## src/rtl/uart_rx_deframer_if.sv

```systemverilog
// Frame-in / entry-out bundle for uart_rx_deframer.
// Error counters appear only when UART_RX_DEFRAMER_ERR_CNT_EN is defined.
interface uart_rx_deframer_if #(
  parameter int DEPTH = 4
);
  localparam int CW = $clog2(DEPTH) + 1;

  logic [10:0]   frame;
  logic          frame_active;
  logic          frame_done;
  logic          rd_ready;
  logic          clr_overrun;
  logic          rd_valid;
  logic [7:0]    rd_data;
  logic          rd_parity_err;
  logic          rd_frame_err;
  logic [CW-1:0] fifo_count;
  logic          overrun;
`ifdef UART_RX_DEFRAMER_ERR_CNT_EN
  logic [15:0]   parity_err_cnt;
  logic [15:0]   frame_err_cnt;
`endif

  modport slave (
    input  frame, frame_active, frame_done, rd_ready, clr_overrun,
    output rd_valid, rd_data, rd_parity_err, rd_frame_err, fifo_count, overrun
`ifdef UART_RX_DEFRAMER_ERR_CNT_EN
    , output parity_err_cnt, frame_err_cnt
`endif
  );

  modport master (
    output frame, frame_active, frame_done, rd_ready, clr_overrun,
    input  rd_valid, rd_data, rd_parity_err, rd_frame_err, fifo_count, overrun
`ifdef UART_RX_DEFRAMER_ERR_CNT_EN
    , input parity_err_cnt, frame_err_cnt
`endif
  );
endinterface

```

## src/rtl/uart_rx_deframer.sv

```systemverilog
// Captures completed 11-bit UART frames, checks start/stop/parity, queues entries in a FIFO.
// Optional saturating error counters: define UART_RX_DEFRAMER_ERR_CNT_EN.
module uart_rx_deframer #(
  parameter int DEPTH      = 4,
  parameter int PARITY_ODD = 0
) (
  input  logic               baud_clk,
  input  logic               reset,
  uart_rx_deframer_if.slave  bus
);
  localparam int AW = (DEPTH > 1) ? $clog2(DEPTH) : 1;
  localparam int CW = $clog2(DEPTH) + 1;
  localparam logic PAR_EXP = (PARITY_ODD != 0);

  logic          r_active_d;
  logic [AW-1:0] r_wptr;
  logic [AW-1:0] r_rptr;
  logic [CW-1:0] r_count;
  logic          r_overrun;
  logic [9:0]    r_mem [DEPTH];

  logic          w_push_evt;
  logic          w_frame_err;
  logic          w_parity_err;
  logic          w_valid;
  logic          w_full;
  logic          w_pop;
  logic          w_push;
  logic          w_drop;
  logic [9:0]    w_entry;
  logic [9:0]    w_head;

  // Falling edge of frame_active qualified by done: one push per frame even if done stays high.
  assign w_push_evt   = r_active_d & ~bus.frame_active & bus.frame_done;
  assign w_frame_err  = bus.frame[0] | ~bus.frame[10];
  assign w_parity_err = (^bus.frame[9:1]) != PAR_EXP;
  assign w_entry      = {w_frame_err, w_parity_err, bus.frame[8:1]};

  assign w_valid = (r_count != '0);
  assign w_full  = (r_count == CW'(DEPTH));
  assign w_pop   = w_valid & bus.rd_ready;
  assign w_push  = w_push_evt & (~w_full | w_pop);
  assign w_drop  = w_push_evt & w_full & ~w_pop;

  always_ff @(posedge baud_clk or negedge reset) begin
    if (!reset) begin
      r_active_d <= 1'b0;
      r_wptr     <= '0;
      r_rptr     <= '0;
      r_count    <= '0;
      r_overrun  <= 1'b0;
    end else begin
      r_active_d <= bus.frame_active;
      if (w_push) r_wptr <= r_wptr + AW'(1);
      if (w_pop)  r_rptr <= r_rptr + AW'(1);
      case ({w_push, w_pop})
        2'b10:   r_count <= r_count + CW'(1);
        2'b01:   r_count <= r_count - CW'(1);
        default: r_count <= r_count;
      endcase
      // A drop in the same cycle as a clear keeps the flag set.
      if (w_drop)               r_overrun <= 1'b1;
      else if (bus.clr_overrun) r_overrun <= 1'b0;
    end
  end

  // Storage needs no reset; outputs are gated by the count instead.
  always_ff @(posedge baud_clk) begin
    if (w_push) r_mem[r_wptr] <= w_entry;
  end

  assign w_head            = r_mem[r_rptr];
  assign bus.rd_valid      = w_valid;
  assign bus.rd_data       = w_valid ? w_head[7:0] : 8'h00;
  assign bus.rd_parity_err = w_valid & w_head[8];
  assign bus.rd_frame_err  = w_valid & w_head[9];
  assign bus.fifo_count    = r_count;
  assign bus.overrun       = r_overrun;

`ifdef UART_RX_DEFRAMER_ERR_CNT_EN
  logic [15:0] r_par_cnt;
  logic [15:0] r_frm_cnt;

  // Counts every frame event, including frames dropped on overrun.
  always_ff @(posedge baud_clk or negedge reset) begin
    if (!reset) begin
      r_par_cnt <= '0;
      r_frm_cnt <= '0;
    end else if (bus.clr_overrun) begin
      r_par_cnt <= '0;
      r_frm_cnt <= '0;
    end else begin
      if (w_push_evt & w_parity_err & (r_par_cnt != 16'hFFFF)) r_par_cnt <= r_par_cnt + 16'd1;
      if (w_push_evt & w_frame_err  & (r_frm_cnt != 16'hFFFF)) r_frm_cnt <= r_frm_cnt + 16'd1;
    end
  end

  assign bus.parity_err_cnt = r_par_cnt;
  assign bus.frame_err_cnt  = r_frm_cnt;
`endif
endmodule

```

## src/flat_wrapper.sv

```systemverilog
// flat-port wrapper written by rule: the top's interface ports become plain ports
module uart_rx_deframer_flat 
#(
  parameter int DEPTH      = 4,
  parameter int PARITY_ODD = 0
)
  (baud_clk, reset, bus_frame, bus_frame_active, bus_frame_done, bus_rd_ready, bus_clr_overrun, bus_rd_valid, bus_rd_data, bus_rd_parity_err, bus_rd_frame_err, bus_fifo_count, bus_overrun);
  uart_rx_deframer_if #(.DEPTH(DEPTH)) bus_i ();
  input  logic baud_clk;
  input  logic reset;
  input wire logic [$bits(bus_i.frame)-1:0] bus_frame;
  input wire logic [$bits(bus_i.frame_active)-1:0] bus_frame_active;
  input wire logic [$bits(bus_i.frame_done)-1:0] bus_frame_done;
  input wire logic [$bits(bus_i.rd_ready)-1:0] bus_rd_ready;
  input wire logic [$bits(bus_i.clr_overrun)-1:0] bus_clr_overrun;
  output wire logic [$bits(bus_i.rd_valid)-1:0] bus_rd_valid;
  output wire logic [$bits(bus_i.rd_data)-1:0] bus_rd_data;
  output wire logic [$bits(bus_i.rd_parity_err)-1:0] bus_rd_parity_err;
  output wire logic [$bits(bus_i.rd_frame_err)-1:0] bus_rd_frame_err;
  output wire logic [$bits(bus_i.fifo_count)-1:0] bus_fifo_count;
  output wire logic [$bits(bus_i.overrun)-1:0] bus_overrun;
  assign bus_i.frame = bus_frame;
  assign bus_i.frame_active = bus_frame_active;
  assign bus_i.frame_done = bus_frame_done;
  assign bus_i.rd_ready = bus_rd_ready;
  assign bus_i.clr_overrun = bus_clr_overrun;
  assign bus_rd_valid = bus_i.rd_valid;
  assign bus_rd_data = bus_i.rd_data;
  assign bus_rd_parity_err = bus_i.rd_parity_err;
  assign bus_rd_frame_err = bus_i.rd_frame_err;
  assign bus_fifo_count = bus_i.fifo_count;
  assign bus_overrun = bus_i.overrun;
  uart_rx_deframer #(.DEPTH(DEPTH), .PARITY_ODD(PARITY_ODD)) u_core (.baud_clk(baud_clk), .reset(reset), .bus(bus_i));
endmodule
```

## config.mk

```make
export PLATFORM = sky130hd
export DESIGN_NAME = uart_rx_deframer_flat
export DESIGN_NICKNAME = d
export VERILOG_FILES = /design/src/rtl/uart_rx_deframer_if.sv /design/src/rtl/uart_rx_deframer.sv /design/src/flat_wrapper.sv
export SDC_FILE = /design/constraint.sdc
export NUM_CORES = 1
export LEC_CHECK = 0
export ABC_AREA = 1
export CAP_MARGIN = 5
export CORE_MARGIN = 5
export CORE_UTILIZATION = 53
export CTS_BUF_LIST = sky130_fd_sc_hd__clkbuf_16
export DETAILED_ROUTE_END_ITERATION = 8
export PLACE_DENSITY = 0.78
export REMOVE_ABC_BUFFERS = 1
export SETUP_SLACK_MARGIN = 0.2
export SYNTH_ARGS = -nofsm -noshare
export SYNTH_HDL_FRONTEND = slang
export SYNTH_SLANG_ARGS = --single-unit
export TNS_END_PERCENT = 1
```

## constraint.sdc

```tcl
create_clock -name baud_clk -period 2.1 [get_ports baud_clk]
set_input_delay 0.315 -clock baud_clk [delete_from_list [all_inputs] [get_ports baud_clk]]
set_output_delay 0.315 -clock baud_clk [all_outputs]
set_load 0.01 [all_outputs]
```

==> impl_metrics.env <==
export IMPL_die_area_um2=5520
export IMPL_antenna_found_initial=0
export IMPL_synth_area_per_cell_um2=11.0
export IMPL_cp_required_ns=1.78
export IMPL_worstPathCellList="clkinvlp_4 -> buf_2 -> nor2_1 -> o21ai_1 -> a21oi_1 -> dlygate4sd2_1"
export IMPL_p_comb_share_pct=43.2
export IMPL_timing_fmax_mhz=511
export IMPL_netlist_instances=199
export IMPL_ys_warn_count=0
export IMPL_core_area_um2=4000
export IMPL_r2r_slack_ns=0.26
export IMPL_synth_common_cells="47 x nor2_1, 40 x edfxtp_1, 21 x inv_1, 16 x nand2_1, 16 x o21ai_1"
export IMPL_grt_setup_unrepaired="yes"
export IMPL_synth_top_area_cell="edfxtp_1"
export IMPL_fillers=282
export IMPL_min_period_over_period_pct=93.1
export IMPL_drt_iter0_drc=140
export IMPL_clkTransAtPathRegs_ns=0.06
export IMPL_syn_to_final_growth_pct=28.6
export IMPL_clkPwrFrac_pct=21.4
export IMPL_crit_type="reg2out"
export IMPL_power_leakage_nw=1.14
export IMPL_slew_violations=0
export IMPL_wl_um=4570
export IMPL_cts_buffers=5
export IMPL_grt_pass1_vias=1475
export IMPL_hold_viol_final=0
export IMPL_dr_pass1_iters=4
export IMPL_yosysSeqAreaShare_pct=65.1
export IMPL_die_w_um=74.3
export IMPL_vias=1537
export IMPL_final_area_um2=2820
export IMPL_clock_path_buffers=2
export IMPL_finClkSkew_ns=0.00513
export IMPL_seq_power_share_pct=35.4
export IMPL_ios=32
export IMPL_grt_overflow=0
export IMPL_antenna_cells=0
export IMPL_setup_viol=0
export IMPL_cts_tree="done"
export IMPL_setup_slack_ns=0.145
export IMPL_holdWs_ns=0.333
export IMPL_synthArstFlopShare_pct=18.4
export IMPL_cts_sinks=49
export IMPL_die_h_um=74.3
export IMPL_min_path_type="in2async"
export IMPL_root_buffer="clkbuf_16"
export IMPL_switching_share_pct=35.4
export IMPL_avgRoutedWirePerCell_um=15.1
export IMPL_nNetsFinal=274
export IMPL_critPathMaxFanout=6
export IMPL_via_per_inst=5.09
export IMPL_synth_top_cell_area_share_pct=54.8
export IMPL_drc=0
export IMPL_rr_worst_depth=8
export IMPL_post_place_ws_ns=-0.0645
export IMPL_hpwl_um=2970
export IMPL_start_util_pct=54.8
export IMPL_grt_use_total_pct=17.7
export IMPL_startpoint_type="flop"
export IMPL_synth_distinct_cells=20
export IMPL_grt_max_degree=16
export IMPL_timing_rr_end="u_core.bus.fifo_count[1]"
export IMPL_ys_flop_type="edfxtp_1"
export IMPL_drv_cap=0
export IMPL_cp_top_family="buffers and inverters"
export IMPL_critPathSlowestCell="dfrtp_1"
export IMPL_synth_most_common_cell="nor2_1"
export IMPL_drive_gt1_share_pct=15.5
export IMPL_worst_pin_slew_ns=0.435
export IMPL_power_density_nw_per_um2=1280
export IMPL_end_kind="output pin"
export IMPL_p_switching_mw=1.27
export IMPL_synth_edf_count=40
export IMPL_setup_tns_ns=0
export IMPL_postRouteAntennaNets=0
export IMPL_placed_area_um2=2620
export IMPL_clk_insertion_delay_late_ns=0.29
export IMPL_ys_ff_latch=49
export IMPL_slowest_delay_ns=0.40
export IMPL_htreeDepth=2
export IMPL_cts_hold_buffers_added=0
export IMPL_final_core_util_pct=70.5
export IMPL_grt_pass1_wl_um=6980
export IMPL_synth_area_leaders="edfxtp_1 55%, dfrtp_1 10%, nor2_1 8.0%"
export IMPL_crit_arrival_ns=1.64
export IMPL_r2r_start="u_core.bus.fifo_count[1]"
export IMPL_rows=23
export IMPL_place_congestion=0.748
export IMPL_netlist_area_um2=2190
export IMPL_path_buf_inv=3
export IMPL_fin_crit_ns=1.96
export IMPL_p_int_mw=2.32
export IMPL_slew_headroom_pct=70.9
export IMPL_ir_drop_v=0.000670
export IMPL_io_buffers=31
export IMPL_status="completed"
[sequential cells by signal, indices dropped and copies added (netlist names)]
signal	cells
u_core.r_rptr	2
u_core.bus.overrun	1
u_core.r_active_d	1
u_core.r_wptr	2
u_core.r_mem	40
u_core.bus.fifo_count	3
[power by group through the flow]
stage	Clock, mW	Sequential [mW]	Combinational [mW]
after global routing	0.825	1.28	1.71
after floorplan	0	1.32	0.718
after detailed placement	0	1.29	1.51
final	0.771	1.27	1.55
after global placement	0	1.28	1.46
after CTS	0.774	1.26	1.47
[final cells by class]
class / count / area (um^2) / share of cell area, %
clock buffer: 5 / 125 / 4.44
timing repair buffer: 52 / 455 / 16.2
sequential: 49 / 1430 / 50.6
tap: 50 / 62.6 / 2.22
inverter: 22 / 88.8 / 3.15
multi-input combinational: 121 / 642 / 22.8
clock inverter: 3 / 17.5 / 0.621
[metal layers]
layer | part of all wire [%] | global-route usage, % | up-vias
met5 | 0 | 0 | -
met1 | 41 | 21.6 | 713
met2 | 52 | 29.7 | 50
met3 | 4.4 | 2.97 | 11
li1 | - | - | 763
met4 | 2.5 | 10.7 | 0
[cell families after synthesis]
kind of cell    count (synthesis)  synth area share [%]
compound gates                 35                  8.16
xor+xnor                       10                  4.00
fa+ha+maj                       6                  3.77
buf+inv                        29                  6.22
flops                          49                  65.1
simple gates                   70                  12.8
[cells in the final DEF, fill, tap and decap left out, types with 2 or more instances in the layout]
master	netlist	layout
nand3_1	4	3
nor2_1	47	46
dfrtp_1	9	8
xnor2_1	3	3
o21ai_1	16	16
o21ai_0	6	6
buf_6	3	2
ha_1	5	5
clkdlybuf4s50_1	0	21
clkbuf_16	0	5
buf_4	0	17
dlygate4sd2_1	0	8
inv_1	21	20
nand2_1	16	15
a21oi_1	12	12
edfxtp_1	40	40
xor2_1	7	7
buf_2	2	2
nand2_2	2	3
[metrics by stage]
stage	power (mW)	instances
finish	3.60	302
global route	3.82	302
CTS	3.51	297
detailed placement	2.81	287
global placement	2.75	287
floorplan	2.04	192
[worst max-delay path by stage]
stage               cells after the start                      from  slack (ns)                        to
floorplan                              10  u_core.bus.fifo_count[0]        0.19  u_core.bus.fifo_count[2]
global placement                       10              bus_rd_ready        0.02  u_core.bus.fifo_count[2]
detailed placement                     10              bus_rd_ready       -0.06  u_core.bus.fifo_count[2]
CTS                                     6          u_core.r_rptr[0]        0.17            bus_rd_data[5]
global route                            6          u_core.r_rptr[0]        0.05            bus_rd_data[5]
finish                                  6          u_core.r_rptr[1]        0.14            bus_rd_data[7]
[timing repair]
item / in CTS / in global routing
pin swaps: 0 / 1
buffers inserted: 2 / 5
setup endpoints to repair: 12 / 12
gates resized for setup: 15 / 9
[worst reg2reg max path: stages (launching register included)]
cell     delay, ns
dfrtp_1       0.42
nor2_2        0.18
nand2_2       0.09
inv_4         0.16
nor2_4        0.05
ha_1          0.17
inv_1         0.08
fa_2          0.44
o21ai_0       0.17
Note: power is estimated with default switching activity, not from simulation.
